<file path="src/rtl/pwm_pkg.sv">
// rtl/pwm_pkg.sv - shared constants and enums for the PWM compare loader
package pwm_pkg;
  localparam int PWM_WIDTH = 18;
  localparam int PWM_FRAC  = 6;
  localparam int PWM_NCH   = 2;

  typedef enum logic {
    SEL_H = 1'b0,
    SEL_L = 1'b1
  } cmp_sel_t;

  typedef enum logic {
    IDLE  = 1'b0,
    ARMED = 1'b1
  } ldr_state_t;
endpackage

</file>
<file path="src/rtl/pwm_dither_acc.sv">
// rtl/pwm_dither_acc.sv - per-channel fractional phase accumulator; adds its carry to the falling compare
module pwm_dither_acc
  import pwm_pkg::*;
#(
  parameter int WIDTH = PWM_WIDTH,
  parameter int FRAC  = PWM_FRAC
) (
  input  logic             clk,
  input  logic             rst,
  input  logic             tb_zero,
  input  logic [WIDTH-1:0] cmp_int,
  input  logic [FRAC-1:0]  cmp_frac,
  output logic [WIDTH-1:0] cmp_out
);
  logic [FRAC-1:0] acc_q;
  logic            carry_q;
  logic [FRAC:0]   sum;
  logic [WIDTH:0]  dith;

  assign sum = {1'b0, acc_q} + {1'b0, cmp_frac};

  always_ff @(posedge clk) begin
    if (rst) begin
      acc_q   <= '0;
      carry_q <= 1'b0;
    end else if (tb_zero) begin
      acc_q   <= sum[FRAC-1:0];
      carry_q <= sum[FRAC];
    end
  end

  // carry applies to the whole period; clamp instead of wrapping to zero
  assign dith    = {1'b0, cmp_int} + {{WIDTH{1'b0}}, carry_q};
  assign cmp_out = dith[WIDTH] ? {WIDTH{1'b1}} : dith[WIDTH-1:0];
endmodule

</file>
<file path="src/rtl/pwm_cmp_loader.sv">
// rtl/pwm_cmp_loader.sv - double-buffered PWM compare loader, transfer on timebase zero
// Optional fractional dither of cmpL enabled by `define PWM_CMP_DITHER_EN.
module pwm_cmp_loader
  import pwm_pkg::*;
#(
  parameter int NCH   = PWM_NCH,
  parameter int WIDTH = PWM_WIDTH,
  parameter int FRAC  = PWM_FRAC,
  localparam int CW   = (NCH > 1) ? $clog2(NCH) : 1
) (
  input  logic                  clk,
  input  logic                  rst,
  input  logic                  wr_valid,
  output logic                  wr_ready,
  input  logic [CW-1:0]         wr_chan,
  input  logic                  wr_sel,
  input  logic [WIDTH+FRAC-1:0] wr_data,
  input  logic                  commit,
  input  logic                  tb_zero,
  output logic                  pending,
  output logic [NCH*WIDTH-1:0]  cmpH_o,
  output logic [NCH*WIDTH-1:0]  cmpL_o
);
`ifdef PWM_CMP_DITHER_EN
  localparam int SLW = WIDTH + FRAC;
`else
  localparam int SLW = WIDTH;
  logic unused_frac;
  assign unused_frac = ^wr_data[FRAC-1:0];
`endif

  ldr_state_t       state_q, state_d;
  logic             xfer;
  logic             wr_fire;
  logic [WIDTH-1:0] sh_h  [NCH];
  logic [SLW-1:0]   sh_l  [NCH];
  logic [WIDTH-1:0] act_h [NCH];
  logic [WIDTH-1:0] act_l [NCH];
`ifdef PWM_CMP_DITHER_EN
  logic [FRAC-1:0]  act_f [NCH];
`endif

  always_ff @(posedge clk) begin
    if (rst) state_q <= IDLE;
    else     state_q <= state_d;
  end

  always_comb begin
    state_d = state_q;
    xfer    = 1'b0;
    case (state_q)
      IDLE:  if (commit) state_d = ARMED;
      ARMED: if (tb_zero) begin
        xfer    = 1'b1;
        state_d = IDLE;
      end
      default: state_d = IDLE;
    endcase
  end

  assign pending  = (state_q == ARMED);
  assign wr_ready = ~pending;
  // out-of-range channels are handshaken but never land anywhere
  assign wr_fire  = wr_valid && wr_ready && (int'(wr_chan) < NCH);

  always_ff @(posedge clk) begin
    if (rst) begin
      for (int c = 0; c < NCH; c++) begin
        sh_h[c] <= '0;
        sh_l[c] <= '0;
      end
    end else if (wr_fire) begin
      if (cmp_sel_t'(wr_sel) == SEL_H) sh_h[wr_chan] <= wr_data[WIDTH+FRAC-1:FRAC];
      else                             sh_l[wr_chan] <= wr_data[WIDTH+FRAC-1 -: SLW];
    end
  end

  always_ff @(posedge clk) begin
    if (rst) begin
      for (int c = 0; c < NCH; c++) begin
        act_h[c] <= '0;
        act_l[c] <= '0;
`ifdef PWM_CMP_DITHER_EN
        act_f[c] <= '0;
`endif
      end
    end else if (xfer) begin
      for (int c = 0; c < NCH; c++) begin
        act_h[c] <= sh_h[c];
        act_l[c] <= sh_l[c][SLW-1 -: WIDTH];
`ifdef PWM_CMP_DITHER_EN
        act_f[c] <= sh_l[c][FRAC-1:0];
`endif
      end
    end
  end

  for (genvar c = 0; c < NCH; c++) begin : g_ch
    assign cmpH_o[c*WIDTH +: WIDTH] = act_h[c];
`ifdef PWM_CMP_DITHER_EN
    pwm_dither_acc #(
      .WIDTH (WIDTH),
      .FRAC  (FRAC)
    ) u_dither (
      .clk      (clk),
      .rst      (rst),
      .tb_zero  (tb_zero),
      .cmp_int  (act_l[c]),
      .cmp_frac (act_f[c]),
      .cmp_out  (cmpL_o[c*WIDTH +: WIDTH])
    );
`else
    assign cmpL_o[c*WIDTH +: WIDTH] = act_l[c];
`endif
  end
endmodule

</file>
<file path="config.mk">
export PLATFORM = sky130hd
export DESIGN_NAME = pwm_cmp_loader
export DESIGN_NICKNAME = d
export VERILOG_FILES = /design/src/rtl/pwm_pkg.sv /design/src/rtl/pwm_dither_acc.sv /design/src/rtl/pwm_cmp_loader.sv
export SDC_FILE = /design/constraint.sdc
export NUM_CORES = 1
export LEC_CHECK = 0
export BUFFER_PORTS_ARGS = -buffer_cell sky130_fd_sc_hd__buf_2
export CORE_ASPECT_RATIO = 1.5
export CORE_MARGIN = 4
export CORE_UTILIZATION = 59
export DETAILED_ROUTE_END_ITERATION = 10
export MAX_ROUTING_LAYER = met4
export PLACE_DENSITY = 0.84
export SYNTH_ARGS = -nofsm -noshare
export SYNTH_HDL_FRONTEND = slang
export SYNTH_SLANG_ARGS = --single-unit
</file>
<file path="constraint.sdc">
create_clock -name clk -period 3.6 [get_ports clk]
set_input_delay 0.18 -clock clk [delete_from_list [all_inputs] [get_ports clk]]
set_output_delay 0.18 -clock clk [all_outputs]
set_load 0.02 [all_outputs]
</file>
**Yosys cells after proc, flatten, opt, wreduce, memory -nomap -nowiden**

Memory sizes are Yosys's and may differ from the RTL's.
Index checks and enable logic that the tools add are counted.

- Flip-flop bits (word level): 1
- Memory bits (writable): 144
- Bits of input ports: 31
- Memories kept: 4

Memory list:

| name | depth | width | rd ports | clocked after Yosys merged registers in | wr ports | RTL line | source |
|---|---|---|---|---|---|---|---|
| act_h | 2 | 18 | 2 | 0 | 2 | pwm_cmp_loader.sv:37 | `logic [WIDTH-1:0] act_h [NCH];` |
| act_l | 2 | 18 | 2 | 0 | 2 | pwm_cmp_loader.sv:38 | `logic [WIDTH-1:0] act_l [NCH];` |
| sh_h | 2 | 18 | 2 | 0 | 2 | pwm_cmp_loader.sv:35 | `logic [WIDTH-1:0] sh_h [NCH];` |
| sh_l | 2 | 18 | 2 | 0 | 2 | pwm_cmp_loader.sv:36 | `logic [SLW-1:0] sh_l [NCH];` |

- Muxes and demuxes: 28
- Bitwise gates (word level): 5
- Reduce and logical (&&, ||, !) cells: 3

Operators with widths:

| kind | number |
|---|---|
| 18-bit two-way mux | 6 |
| 18-bit OR reduction | 2 |
| 1-bit two-way mux | 21 |
| 1-bit bitwise OR | 4 |
| 1-bit case mux with 2 select lines | 1 |
| 1-bit logical AND | 1 |
| 1-bit inverter | 1 |

**Longest topological paths before layout**

Gate-level depths: netlist of run 1.

- Depth in word-level cells: 7
- Mapped depth: 5
- Mapped depth without buffers: 2

**Least setup slack after synthesis of run 1**

OpenSTA, ideal clock, no wires.

- Kind: register to register
- Start: reg state_q (netlist: pending)
- End: mem act_h[0][0] (netlist name) (enable)
- Library setup time: 0.429 ns
- Data arrival time: 2.081 ns
- Required time: 3.171 ns
- Setup slack: 1.090 ns
- Stages on the path, launching flop included: 2
- Clock period less this slack: 2.510 ns
- Cells stage by stage: dfxtp_1 > a21o_1

RTL lines:

| element | RTL line | source |
|---|---|---|
| from (decl) | pwm_cmp_loader.sv:32 | `ldr_state_t state_q, state_d;` |
| from (signal assigned) | pwm_cmp_loader.sv:45 | `else state_q <= state_d;` |
| to (decl) | pwm_cmp_loader.sv:37 |  |

==> metrics, run 1 <==
outcome=complete, no violations; FF+latch count, synth=145; Via density=between 5 and 6; Worst Skew=a little under 0.006 ns; gpl congestion=between 0.8 and 0.9; Initial DRC Count=around 250; power per cell area=approximately 550 nW/um2; GRT overflow=0; Setup CP Type=reg2reg; first-pass GRT wire length=approximately 14,000 um; Cell Area, Placed=6140 um2; Residual DRC=0; Max Fclk=485 MHz; area of the core=roughly 9400 um2; initial core utilization=between 60 and 70%; actual slew at the worst max-slew pin=roughly 1.2 ns; vias in the first global route=2,811; router iterations before antenna repair=4; part of the cycle the worst path needs=around 57%; Post-Synthesis Net Count=approximately 360; chip width=a little under 90 um; CP Data Required Time=roughly 3.6 ns; Crit. End Element=register; Crit path max-delay family=compound AO/OA/AOI/OAI gates; hold_buf cts=0; HP Class=in2reg; cts bufs inserted=17; Sequential cell area=between 4000 and 5000 um2; setup_tns=0 ns; io pins=between 100 and 150; H-tree levels=4; Setup violations, final=0; row count=43; Clk Latency, worst-skew pair=0.40 ns; IO buf count=between 90 and 100; Arr. time, crit path=2.09 ns; root buffer cell=clkbuf_16; Reg clk slew, reported paths=around 0.050 ns; # fillers=about 640; Final min period=a little over 2 ns; worst stage delay on the critical path=0.72 ns; CTS tree=built; Slew Limit Fails=0; postcts setup bufs=0; area grow syn2layout=16.0%; Critical Path Source=pending; sequential element share of the synthesized area=around three quarters; Worst Path Max Fanout=38; Routed wire per std cell=between 15 and 20 um; RSZ-0062 raised after global routing=no; Final Hold Viols=0; mean post-synth cell area=about 17 um2; VDD IR max=0.000379 V; initial antenna violation count=0; GRT Util Overall=a little under a fifth; DR vias=between 2,000 and 3,000; CP max stage cell=a21o_1; Slew headroom=approximately 22%; layout cells sized above 1=slightly below 40%; Routed WL=about 9400 um; die area=approximately 11,000 um2; antenna fix cells=0; CTS max path bufs=2; commonest cells after routing, fill and taps aside=edfxtp_1, buf_2, and3_1, and2_4, and2_1; CP bufs+invs=1; post-CTS sizing=0; worst r2r src=pending; Die Y=~130 um; final antenna-violating net count=0; synth warn=0; Post-Syn Instances=approximately 330; most common cell after layout, fill and taps aside=edfxtp_1; max capacitance violation total=0; Post-Syn Area=approximately 5700 um2; hold wc startpoint=commit; Final Cell Area=~6600 um2; multi-input logic area=~1100 um2; Yosys cell types=18; critical path, cell by cell=and3b_1, buf_4, a21o_1; largest net degree at the start of global routing=73; startpoint class of the critical path=register; CTS sink cnt=roughly 150; final-stage net count=around 460; HPWL Detailed=between 5000 and 6000 um; P_leak=2.95 nW
[worst register-to-register path, delay by kind of cell (launching register included)]
| family | cells | cell delay [ns] |
|---|---|---|
| buf+inv | 1 | 0.32 |
| compound gates | 1 | 0.73 |
| flops | 1 | 0.38 |
| simple gates | 1 | 0.25 |
[cell type report]
cell class	instances	share of cell area, %
multi-input combinational	157	17.2
sequential	145	65.8
timing repair buffer	101	7.77
inverter	2	0.114
clock buffer	21	6.67
clock inverter	5	0.303
tap	112	2.12
[power by group]
part	internal [mW]	switching, mW	total [mW]
logic	0.0676	0.169	0.236
clock network	0.841	0.543	1.38
registers	1.96	0.0263	1.99
[state kept, by name, summed over array words and instances (netlist names)]
| signal | count |
|---|---|
| act_h | 36 |
| act_l | 36 |
| pending | 1 |
| sh_h | 36 |
| sh_l | 36 |
[kinds of logic (layout without fill, tap and decap cells)]
family | after synthesis | after routing | share of synthesized area [%]
compound gates | 6 | 6 | 0.747
simple gates | 151 | 151 | 19.1
flops | 145 | 145 | 76.3
buf+inv | 25 | 129 | 3.85
[synthesized netlist by cell type (all sizes together)]
cell    number  area [um2]
dfxtp        1        20.0
and2        72         568
clkbuf       7        28.8
nor2         1        11.3
buf         16         183
nand2b       2        12.5
and3b        2        17.5
edfxtp     144        4320
nor3b        1        12.5
and3        72         450
inv          2        7.51
nor2b        1        13.8
a21oi        1        5.00
a21o         5        37.5
[metrics by stage]
step                hold WS, ns  setup slack [ns]  util [%]  cells  power (mW)
finish                   0.0352              1.54      70.5    543        3.61
global route             0.0209              1.42      70.5    543        3.74
CTS                      0.0168              1.52      70.5    543        3.63
detailed placement        0.450              1.52      65.6    517        2.26
global placement          0.451              1.61      65.6    517        2.25
floorplan                 0.333              1.09         -    327        2.17
[path summary, 6_finish.rpt]
kind                   to  slack [ns]  cells past startpoint
max            sh_l[1][0]        1.54                      3
min               pending        0.04                      3
max reg2reg    sh_l[1][0]        1.54                      3
min reg2reg  act_h[0][23]        0.52                      1
[metal layers]
layer,global-route usage [%],wire (um),up-vias
met1,20.5,3280,1387
met4,8.81,331,0
met5,-,0,-
met2,29.4,4940,115
met3,7.33,869,27
li1,-,-,1383
Power figures use the tool's default switching activity.
==> run 2, diff against run 1 <==
- CORE_UTILIZATION: 59 -> 55
- PLACE_DENSITY: 0.84 -> 0.79
- clock period: 3.6 -> 1.9 ns (I/O delays scaled with it)
==> run 2 against run 1 <==
Effect of this change:
- flip-flop and latch count stayed put
- wire length is 0.75% higher
- critical path depth is 1 higher
- via count is 1.3% higher
- clock skew is 0.0017 ns lower
- design area is 2.4% higher
- clock power is 120% higher
- worst setup slack worse by 1.3 ns
- die area is 6.7% higher
- critical endpoint is now sh_l[0][3]
- largest cell class unchanged
- largest power group unchanged
- highest routed layer unchanged
==> metrics, run 2 (synthesis results as in run 1) <==
final antenna-violating net count=0 (unchanged); antenna fix cells=0 (unchanged); vias in the first global route=2,942 (+4.7%); Residual DRC=0 (unchanged); Slew headroom=49.6% (+27 points); actual slew at the worst max-slew pin=0.757 ns (-0.406 ns); router iterations before antenna repair=6 (+2); chip width=91.1 um (+3.2%); GRT overflow=0 (unchanged); sw frac=20.6% (+0.17 points); DR vias=2,949 (+1.3%); commonest cells after routing, fill and taps aside=edfxtp_1, buf_2, and3_1, and2_4, and2_1; io pins=105 (unchanged); Final Hold Viols=0 (unchanged); area of the core=10,100 um2 (+8.3%); VDD IR max=0.000745 V (+96%); Max Fclk=589 MHz (+21%); Design Power=7.23 mW (+100%); gpl congestion=0.777 (-5.9%); worst stage delay on the critical path=0.37 ns (-0.35 ns); first-pass GRT wire length=14,900 um (+3.1%); CP bufs+invs=2 (+1); Slew Limit Fails=0 (unchanged); CP Data Required Time=1.99 ns (-1.64 ns); Clk Latency, worst-skew pair=0.41 ns (about the same); GRT Util Overall=17.2% (-1.4 points); Crit path max-delay family=buffers and inverters; HPWL Detailed=6030 um (+0.59%); CP max stage cell=dfxtp_1; HP Class=in2reg; CTS max path bufs=2 (unchanged); final-stage net count=462 (+1.5%); initial core utilization=56.2% (-4.6 points); most common cell after layout, fill and taps aside=edfxtp_1; row count=45 (+4.7%); Setup violations, final=0 (unchanged); root buffer cell=clkbuf_16; H-tree levels=4 (unchanged); cell mode on critical path=buf_4; CTS sink cnt=145 (unchanged); post-CTS sizing=0 (unchanged); CTS tree=built; die area=12,100 um2 (+6.7%); Reg clk slew, reported paths=0.05 ns (about the same); Worst Path Max Fanout=37 (-2.6%); met3 Resource Use GR=5.40% (-1.9 points); # fillers=694 (+7.8%); max capacitance violation total=0 (unchanged); Routed wire per std cell=17.0 um (-2.0%); Die Y=133 um (+3.3%); Routed WL=9500 um (+0.75%); largest net degree at the start of global routing=73 (unchanged); Crit. End Element=register; Worst Skew=0.00421 ns (-0.00169 ns); P_int=5.74 mW (+100%); Via density=5.28 (-1.5%); part of the cycle the worst path needs=89.3% (+32 points); cts bufs inserted=17 (unchanged); area grow syn2layout=18.8%; met1 usage=18.6% (-1.9 points); clock share of power=41.6% (+3.2 points); Logic pwr share=6.4% (-0.2 points); Final min period=1.70 ns (-0.363 ns); Initial DRC Count=204 (-17%); P_leak=3.02 nW (+2.3%); startpoint class of the critical path=register; met2 usage=27.3% (-2.1 points); initial antenna violation count=0 (unchanged); power per cell area=1070 nW/um2 (+96%); Setup CP Type=reg2reg; RSZ-0062 raised after global routing=no; GRT busiest layer=met2; Arr. time, crit path=1.79 ns (-0.30 ns); critical path, cell by cell=and3b_1, buf_4, a21o_1, buf_4; setup_tns=0 ns (unchanged); Psw=1.49 mW (+100%); sequential share of power=52.0% (-3.1 points); outcome=complete, no violations; layout cells sized above 1=40.8% (+1.1 points); Finished Core Util=66.7% (-3.8 points); IO buf count=98 (unchanged)
-- run 2: cell types whose count changed in the layout (fill, tap and decap cells not counted) --
| cell | previous run | this run |
|---|---|---|
| buf_4 | 3 | 6 |
| buf_12 | 0 | 2 |
| bufinv_16 | 0 | 2 |
| clkinvlp_4 | 0 | 2 |
| dlygate4sd3_1 | 0 | 2 |
| clkinv_1 | 4 | 3 |
-- run 2: per-stage QoR --
stage,hold slack [ns],setup slack [ns],instances,cell area [um2]
2_1_floorplan,0.248,0.00287,327,5690
3_3_place_gp,0.355,0.261,527,6210
3_5_place_dp,0.383,0.208,527,6210
4_1_cts,0.00203,0.197,558,6760
5_1_grt,0.0181,0.101,558,6760
6_report,0.0196,0.202,558,6760
-- run 2: worst reg2reg max path: stages (launching register included) --
cell and delay, ns:
dfxtp_1 0.37, and3b_1 0.27, buf_4 0.30, a21o_1 0.17, buf_4 0.27
-- run 2: path summary, 6_finish.rpt --
kind,from,endpoint,slack [ns],cells after the start
max,pending,sh_l[0][3],0.20,4
min,wr_data[23],sh_l[0][17],0.02,2
max reg2reg,pending,sh_l[0][3],0.20,4
min reg2reg,sh_h[0][17],act_h[0][17],0.51,1
-- run 2: routing by layer --
layer / routed length, um / vias up
met4: 383 / 0
met2: 4820 / 119
met5: 0 / -
li1: - / 1405
met1: 3620 / 1393
met3: 676 / 32
-- run 2: repair_timing --
item,4_1_cts,5_1_grt
endpoints found under the hold margin,1,0
endpoints found under the setup margin,0,0
setup buffers,0,0
hold buffers,2,0
-- run 2: final cells by class --
class / instances / area (um2) / area share, %
clock inverter: 8 / 91.3 / 1.35
clock buffer: 21 / 440 / 6.51
multi-input combinational: 157 / 1140 / 16.8
sequential: 145 / 4340 / 64.2
timing repair buffer: 108 / 596 / 8.81
tap: 117 / 146 / 2.16
inverter: 2 / 7.51 / 0.111
-- run 2: power groups by stage --
| stage | clock, mW | combinational, mW | sequential, mW |
|---|---|---|---|
| final | 3.01 | 0.465 | 3.76 |
| after global routing | 3.21 | 0.502 | 3.77 |
| after CTS | 3.04 | 0.471 | 3.76 |
| after detailed placement | 0 | 0.465 | 3.82 |
| after global placement | 0 | 0.454 | 3.82 |
| after floorplan | 0 | 0.177 | 3.93 |
==> run 3, diff against run 2 <==
- ABC_AREA: not set -> 1
- CORE_MARGIN: 4 -> not set
- CORE_UTILIZATION: 55 -> 54
- PLACE_DENSITY: 0.79 -> 0.78
==> run 3 against run 2 <==
Effect of this change:
- first-iteration DRC count rose by 7.8%
- synthesized cell count rose by 26%
- count of clock-buffer cells in the layout fell by 3
- global-route usage rose by 2.5 points
- maximum frequency rose by 15%
- critical endpoint is now act_l[0][19]
- hold slack improved by 0.028 ns
- utilization rose by 2.2 points
- worst setup slack improved by 0.23 ns
- synthesized area fell by 4.8%
- clock power rose by 1%
- critical path depth fell by 1
- highest routed layer unchanged
- largest power group unchanged
==> metrics, run 3 <==
outcome=complete, no violations; Place WS=0.432 ns (+0.224 ns); initial core utilization=55.9% (-0.26 points); CTS tree=built; top cells by area, synth=edfxtp_1, nor2_1, inv_1; asr flop ratio synth=0% (unchanged); Arr. time, crit path=1.59 ns (-0.20 ns); Setup CP Type=reg2reg; Post-Synthesis Net Count=442 (+23%); H-tree levels=4 (unchanged); Final min period=1.47 ns (-0.225 ns); final antenna-violating net count=0 (unchanged); antenna fix cells=0 (unchanged); Final Cell Area=6680 um2 (-1.2%); number of synthesized flops with an enable pin=144 (unchanged); HPWL Detailed=6120 um (+1.6%); Routed WL=9270 um (-2.5%); startpoint class of the critical path=register; mean post-synth cell area=13.2 um2 (-24%); HP Class=in2reg; GRT overflow=0 (unchanged); sequential share of power=51.5% (-0.5 points); area of the core=9690 um2 (-4.4%); # fillers=663 (-4.5%); Post-Syn Area=5420 um2 (-4.8%); postcts setup bufs=0 (unchanged); critical path, cell by cell=nand2_1, nand2_4, buf_12; FF+latch count, synth=145 (unchanged); sw frac=21.2% (+0.60 points); area leader, netlist=edfxtp_1; Final Hold Viols=0 (unchanged); row count=44 (-2.2%); Setup violations, final=0 (unchanged); CP max stage cell=dfxtp_1; gpl congestion=0.836 (+7.6%); Slew Limit Fails=0 (unchanged); actual slew at the worst max-slew pin=0.372 ns (-0.385 ns); final hold slack=0.0471 ns (+0.0276 ns); RSZ-0062 raised after global routing=no; CTS max path bufs=2 (unchanged); post-CTS sizing=0 (unchanged); P_leak=2.97 nW (-1.6%); sequential element share of the synthesized area=80.2% (+3.9 points); area grow syn2layout=23.3%; P_int=5.72 mW (-0.36%); top_reg_cell synth=edfxtp_1; synth warn=0 (unchanged); largest net degree at the start of global routing=73 (unchanged); Cell Area, Placed=6120 um2 (-1.5%); GRT Util Overall=19.8% (+2.5 points); initial antenna violation count=0 (unchanged); Slew headroom=75.2% (+26 points); Synth top cells by count=nor2_1, edfxtp_1, inv_1; commonest cells after routing, fill and taps aside=nor2_1, edfxtp_1, buf_2, inv_1, clkbuf_16; Reg clk slew, reported paths=0.06 ns (about the same); vias in the first global route=3,030 (+3.0%); max capacitance violation total=0 (unchanged); Yosys cell types=10 (-8); clock share of power=42.0% (+0.4 points); worst stage delay on the critical path=0.46 ns (+0.09 ns); setup slack after layout=0.427 ns (+0.225 ns); DR vias=3,128 (+6.1%); cts bufs inserted=17 (unchanged); power per cell area=1090 nW/um2 (+1.7%); Post-Syn Instances=411 (+26%); Worst Path Max Fanout=29 (-22%); chip width=83.8 um (-8.0%); first-pass GRT wire length=14,600 um (-2.6%); io pins=105 (unchanged); VDD IR max=0.000773 V (+3.7%); Clk Latency, worst-skew pair=0.41 ns (about the same); CP Data Required Time=2.01 ns (+0.02 ns); Residual DRC=0 (unchanged); Die Y=125 um (-6.0%); final-stage net count=562 (+22%); Max Fclk=679 MHz (+15%); share of the synthesized area in the top cell type=79.8% (+3.9 points); CTS sink cnt=145 (unchanged); Psw=1.54 mW (+3.3%); most common cell after layout, fill and taps aside=nor2_1; die area=10,400 um2 (-14%); Design Power=7.26 mW (+0.41%); non-filler cells, final=659 (+18%); setup_tns=0 ns (unchanged); count leader, synth=nor2_1; Worst Skew=0.00534 ns (+0.00113 ns); root buffer cell=clkbuf_16; IO buf count=98 (unchanged); hold_buf cts=1 (-1); router iterations before antenna repair=4 (-2); dpl cells=626 (+19%); Crit. End Element=register; Initial DRC Count=220 (+7.8%); layout cells sized above 1=26.5% (-14 points); Logic pwr share=6.5% (about the same); Routed wire per std cell=14.1 um (-17%); Via density=4.75 (-10%); Finished Core Util=68.9% (+2.2 points); part of the cycle the worst path needs=77.5% (-12 points)
run 3: area by class of cell:
cell class              instances  area (um2)  area share (%)
flip-flops and latches        145        4340            65.0
multi-input cells             160         647            9.69
repair buffers                112         636            9.52
clock buffers                  18         429            6.43
inverters                      95         357            5.34
well taps                     115         144            2.15
clock inverters                14         123            1.84
run 3: kinds of logic after synthesis:
| family | count (synthesis) | synth area share, % |
|---|---|---|
| buf+inv | 106 | 7.99 |
| flops | 145 | 80.2 |
| simple gates | 160 | 11.8 |
run 3: power by group through the flow:
stage | combinational, mW | sequential, mW | clock (mW)
after floorplan | 0.154 | 3.92 | 0
after global placement | 0.459 | 3.80 | 0
after detailed placement | 0.470 | 3.80 | 0
after CTS | 0.475 | 3.74 | 3.07
after global routing | 0.509 | 3.75 | 3.20
final | 0.470 | 3.74 | 3.05
run 3: routing by layer:
| layer | wire length, um | vias up | GRT usage (%) |
|---|---|---|---|
| li1 | - | 1534 | - |
| met1 | 3610 | 1490 | 21.7 |
| met2 | 4970 | 92 | 31.8 |
| met3 | 533 | 12 | 7.55 |
| met4 | 151 | 0 | 8.97 |
| met5 | 0 | - | - |
run 3: critical path, delay by kind of cell (launching register included):
family,cells,cell delay (ns)
flops,1,0.46
buf+inv,1,0.24
simple gates,2,0.45
run 3: worst paths after layout:
path | start | to | slack (ns) | cells after the start
min reg2reg | sh_l[0][1] | act_l[0][1] | 0.54 | 2
max | pending | act_l[0][19] | 0.43 | 3
min | wr_data[21] | sh_h[1][15] | 0.05 | 3
max reg2reg | pending | act_l[0][19] | 0.43 | 3
